$ cat config.mk
export PLATFORM = sky130hd
export DESIGN_NAME = write_through_reg_file
export DESIGN_NICKNAME = d
export VERILOG_FILES = /design/src/rtl/write_through_reg_file.sv
export SDC_FILE = /design/constraint.sdc
export NUM_CORES = 2
export LEC_CHECK = 0
export CAP_MARGIN = 20
export CORE_ASPECT_RATIO = 1.1
export CORE_UTILIZATION = 68
export DETAILED_ROUTE_END_ITERATION = 12
export PLACE_DENSITY = 0.86
export SYNTH_ARGS = -nofsm -noshare
export SYNTH_HDL_FRONTEND = slang
export SYNTH_SLANG_ARGS = --single-unit
$ cat constraint.sdc
create_clock -name clk -period 77.9 [get_ports clk]
set_input_delay 11.685 -clock clk [delete_from_list [all_inputs] [get_ports clk]]
set_output_delay 11.685 -clock clk [all_outputs]
set_load 0.01 [all_outputs]
$ cat src/rtl/write_through_reg_file.sv
// Register file with combinational reads, per-entry pending (scoreboard) bits and optional
// same-cycle write-through enabled by the WRITE_THROUGH_REG_FILE_BYPASS_EN macro.
module write_through_reg_file #(
    parameter int                   DATA_SIZE     = 32,
    parameter int                   ADDR_SIZE     = 5,
    parameter int                   READ_PORTS    = 2,
    parameter logic [DATA_SIZE-1:0] INITIAL_VALUE = '0,
    parameter int                   ZERO_REG      = 1
) (
    input  logic                             clk,
    input  logic                             reset,
    input  logic                             we,
    input  logic [ADDR_SIZE-1:0]             waddr,
    input  logic [DATA_SIZE-1:0]             wdata,
    input  logic                             issue_en,
    input  logic [ADDR_SIZE-1:0]             issue_addr,
    input  logic [READ_PORTS*ADDR_SIZE-1:0]  raddr,
    output logic [READ_PORTS*DATA_SIZE-1:0]  rdata,
    output logic [READ_PORTS-1:0]            rpending
);

    localparam int DEPTH = 1 << ADDR_SIZE;

    logic [DATA_SIZE-1:0] mem [DEPTH];
    logic [DEPTH-1:0]     pend;
    logic [DEPTH-1:0]     pend_next;
    logic                 write_ok;

    // Entry 0 is hard-wired when ZERO_REG is set, so its storage is never touched.
    assign write_ok = we && !((ZERO_REG != 0) && (waddr == '0));

    always_ff @(posedge clk or posedge reset) begin
        if (reset) begin
            for (int e = 0; e < DEPTH; e++) begin
                mem[e] <= INITIAL_VALUE;
            end
        end else if (write_ok) begin
            mem[waddr] <= wdata;
        end
    end

    // Set after clear: a new producer issued on the same edge as the old one's write wins.
    always_comb begin
        pend_next = pend;
        if (we) begin
            pend_next[waddr] = 1'b0;
        end
        if (issue_en) begin
            pend_next[issue_addr] = 1'b1;
        end
        if (ZERO_REG != 0) begin
            pend_next[0] = 1'b0;
        end
    end

    always_ff @(posedge clk or posedge reset) begin
        if (reset) begin
            pend <= '0;
        end else begin
            pend <= pend_next;
        end
    end

    for (genvar i = 0; i < READ_PORTS; i++) begin : g_read
        logic [ADDR_SIZE-1:0] ra;
        logic                 is_zero;
        logic                 hit;
        logic                 kill;

        assign ra      = raddr[i*ADDR_SIZE +: ADDR_SIZE];
        assign is_zero = (ZERO_REG != 0) && (ra == '0);

`ifdef WRITE_THROUGH_REG_FILE_BYPASS_EN
        // Bypass is suppressed during reset so outputs show only the reset image.
        assign hit  = we && !reset && (waddr == ra);
        assign kill = hit && !(issue_en && (issue_addr == ra));
`else
        assign hit  = 1'b0;
        assign kill = 1'b0;
`endif

        assign rdata[i*DATA_SIZE +: DATA_SIZE] = is_zero ? '0 : (hit ? wdata : mem[ra]);
        assign rpending[i] = !is_zero && !kill && pend[ra];
    end

endmodule

==> metrics.md <==
| Metric | Value |
|---|---|
| Post-synth EDFFs | `0` |
| CTS root buf | `clkbuf_16` |
| Critical path launch point | `raddr[1]` |
| R2r worst-path depth | `1` |
| Synth top area cells | `dfrtp_1, mux2_2, mux4_2, mux2i_1, clkbuf_1` |
| Post-synthesis sequential area ratio | `0.473` |
| Main flop type after synthesis | `dfrtp_1` |
| Layout cells sized above 1 | `0.489` |
| First-pass GRT wire length | `between 200000 and 300000 um` |
| H-tree levels | `3` |
| Clock Sinks | `roughly 1100` |
| Largest net degree at the start of global routing | `~120` |
| Final period util | `0.366` |
| Peak Freq | `0.0351 GHz` |
| CTS tree | `yes` |
| Setup TNS | `0 ns` |
| Slew HR | `0.155` |
| Crit path max fanout | `75` |
| Hold crit path type | `reg2reg` |
| Hold_buf cts | `0` |
| Synth top area share | `0.473` |
| Filler instances | `approximately 4500` |
| Area of the mapped netlist | `between 0.05 and 0.06 sq mm` |
| CP arrival | `between 15 and 20 ns` |
| Yosys cell types | `40` |
| Clk slew on worst S/H paths | `roughly 0.060 ns` |
| I/O Pins | `~120` |
| Worst Tran Pin Value | `between 1 and 1.5 ns` |
| Port bufs | `121` |
| Grt ovf | `0` |
| Mapped Cells | `3729` |
| Row cnt | `around 110` |
| Outcome | `completed` |
| Maximum vdd drop | `between 0.02 and 0.025 mV` |
| Vias in the first global route | `roughly 40000` |
| Initial antenna violation count | `18` |
| Chip width | `275 um` |
| Mux contribution to synthesized area | `0.428` |
| Final HPWL from detailed placement | `slightly below 100000 um` |
| DP Worst Slack | `between 40 and 50 ns` |
| Layout net count | `~3700` |
| Most common cell after layout, fill and taps aside | `dfrtp_1` |
| ANT nets after route | `0` |
| RSZ-0062 raised after global routing | `false` |
| Cell type with the highest aggregate area in the netlist | `dfrtp_1` |
| Initial DRC Count | `between 5000 and 6000` |
| Synth Area in Simple Gates | `0.0146` |
| CP Capture Type | `output port` |
| Pleak | `between 20 and 30 nW` |
| Req. time, crit path | `~66 ns` |
| Worst R2R End | `mem[424]` |
| Crit path to | `rdata[25]` |
| TritonRoute pass-1 iters | `7` |
| Setup Skew | `0 ns` |
| Post-Synth Adder-Cell Area | `0` |
| Post-synth net total | `approximately 3800` |
| Register bit total from synthesis | `between 1000 and 1500` |
| Reg-to-reg startpoint | `mem[424]` |
| DRC Markers | `0` |
| Cts repair resizes | `0` |
| CTS Buf Count | `107` |
| Final Hold Fails | `0` |
| Register area | `between 0.02 and 0.03 sq mm` |
| Synthesized area per cell | `roughly 15 sq um` |
| Internal reg-to-reg setup slack | `a little under 80 ns` |
| Compound-Gate Fraction of Synth Area | `0.0508` |
| Most frequent cells in the layout | `dfrtp_1, mux2_2, mux4_2` |
| Vias | `roughly 38000` |
| Largest family of logic cells by synthesized area | `multiplexers` |
| CTS Buffer Depth | `3` |
| Gp weighted congestion | `approximately 0.93` |
| Max-slew violations | `0` |
| Drt via density | `7.99` |
| Clk_lat worst skew | `between 0.6 and 0.7 ns` |
| Multi-input logic area | `roughly 0.028 sq mm` |
| Final WS setup | `49.40 ns` |
| Area of the core | `0.0809 sq mm` |
| Ys async rst share | `1.00` |
| Pwr/cell area | `26.3 mW/mm^2` |
| Crit start category | `input pin` |
| WL/cell | `roughly 38 um` |
| Area Growth Syn to Fin | `9.84%` |
| Post-CTS setup buffer count | `0` |
| GR Util All Layers | `0.442` |
| Synth warnings | `0` |
| Max_cap viols | `0` |
| Die H | `just over 300 um` |
| Tmin final | `roughly 28 ns` |
| Critical setup path kind | `in2out` |
| Die area | `0.0833 sq mm` |
| Final WL | `about 180000 um` |
| Post-Synth XOR/XNOR Area | `0` |
| Final Setup Violations | `0` |
| Starting density of the core | `0.691` |
[final cells by class]
class                   instances  share of cell area
well taps                    1054              0.0215
clock inverters                38             0.00769
flip-flops and latches       1055               0.430
multi-input cells            2234               0.453
clock buffers                 156              0.0523
repair buffers                217              0.0345
diodes                         12            0.000489
inverters                       5            0.000489
[worst max-delay path, stage by stage]
cell and delay (ns):
buf_8 0.60, buf_12 0.55, buf_4 0.75, buf_4 0.86, mux4_2 0.40, mux2_2 0.16
o21ai_0 0.09, a311oi_1 0.83, clkdlybuf4s50_1 0.71
[synthesized netlist by cell type, types with 2 or more instances]
master and number:
nor2b_1 37, mux2_1 7, nand3_1 4, mux2_2 1019
nand3b_1 8, a211oi_1 32, a311oi_1 33, or2_2 3
and3_1 2, mux4_2 460, a22o_1 15, nor3_1 2
and3b_1 3, a221o_1 34, nor2_1 25, and2_1 2
o21ai_0 105, a221oi_1 44, nand2_1 62, dfrtp_1 1055
o2111ai_1 22, buf_4 16, nor3b_1 8, a31oi_1 33
o211ai_1 2, buf_1 47, a22oi_1 66, nand2b_1 2
mux2i_1 198, o22ai_1 2, buf_2 146, inv_1 4
clkbuf_1 224
[state kept, by name, summed over array words and instances (netlist names)]
signal	cells
mem	1024
pend	31
[metrics by stage]
step	std cells	hold slack, ns	cell area [sq um]	util	power, mW
6_report	4771	0.397	61400	0.759	1.61
5_1_grt	4762	0.409	61300	0.758	1.66
4_1_cts	4749	0.397	61100	0.755	1.60
3_5_place_dp	4555	0.384	57400	0.710	1.07
3_3_place_gp	4555	0.376	57400	0.710	1.04
2_1_floorplan	3729	0.441	55900	-	0.966
[where the power goes]
group / leakage, nW / internal [mW] / switching (mW)
Sequential: 13.5 / 0.653 / 0.0824
Combinational: 11.0 / 0.197 / 0.140
Clock: 1.84 / 0.320 / 0.219
Total: 26.3 / 1.17 / 0.441
[logic make-up (layout without fill, tap and decap cells)]
logic type,Yosys count,in the layout
multiplexers,1684,1684
other,0,12
AO/OA/AOI/OAI,389,389
AND/OR/NAND/NOR,161,161
buffers and inverters,440,416
flip-flops,1055,1055
[worst min path at each step]
stage / start / end / cells after the start
after floorplan: mem[1000] / mem[1000] / 1
after global placement: mem[1008] / mem[1008] / 0
after detailed placement: mem[1003] / mem[1003] / 0
after CTS: mem[1002] / mem[1002] / 0
after global routing: mem[1003] / mem[1003] / 0
final: mem[995] / mem[995] / 0
[per-layer routing]
| layer | vias to the layer above | GRT usage | share of wire |
|---|---|---|---|
| met3 | 919 | 0.181 | 0.15 |
| li1 | 14300 | - | - |
| met1 | 19800 | 0.568 | 0.34 |
| met5 | - | 0 | 0.00066 |
| met2 | 3146 | 0.632 | 0.44 |
| met4 | 18 | 0.269 | 0.073 |
Note: power is estimated with default switching activity, not from simulation.
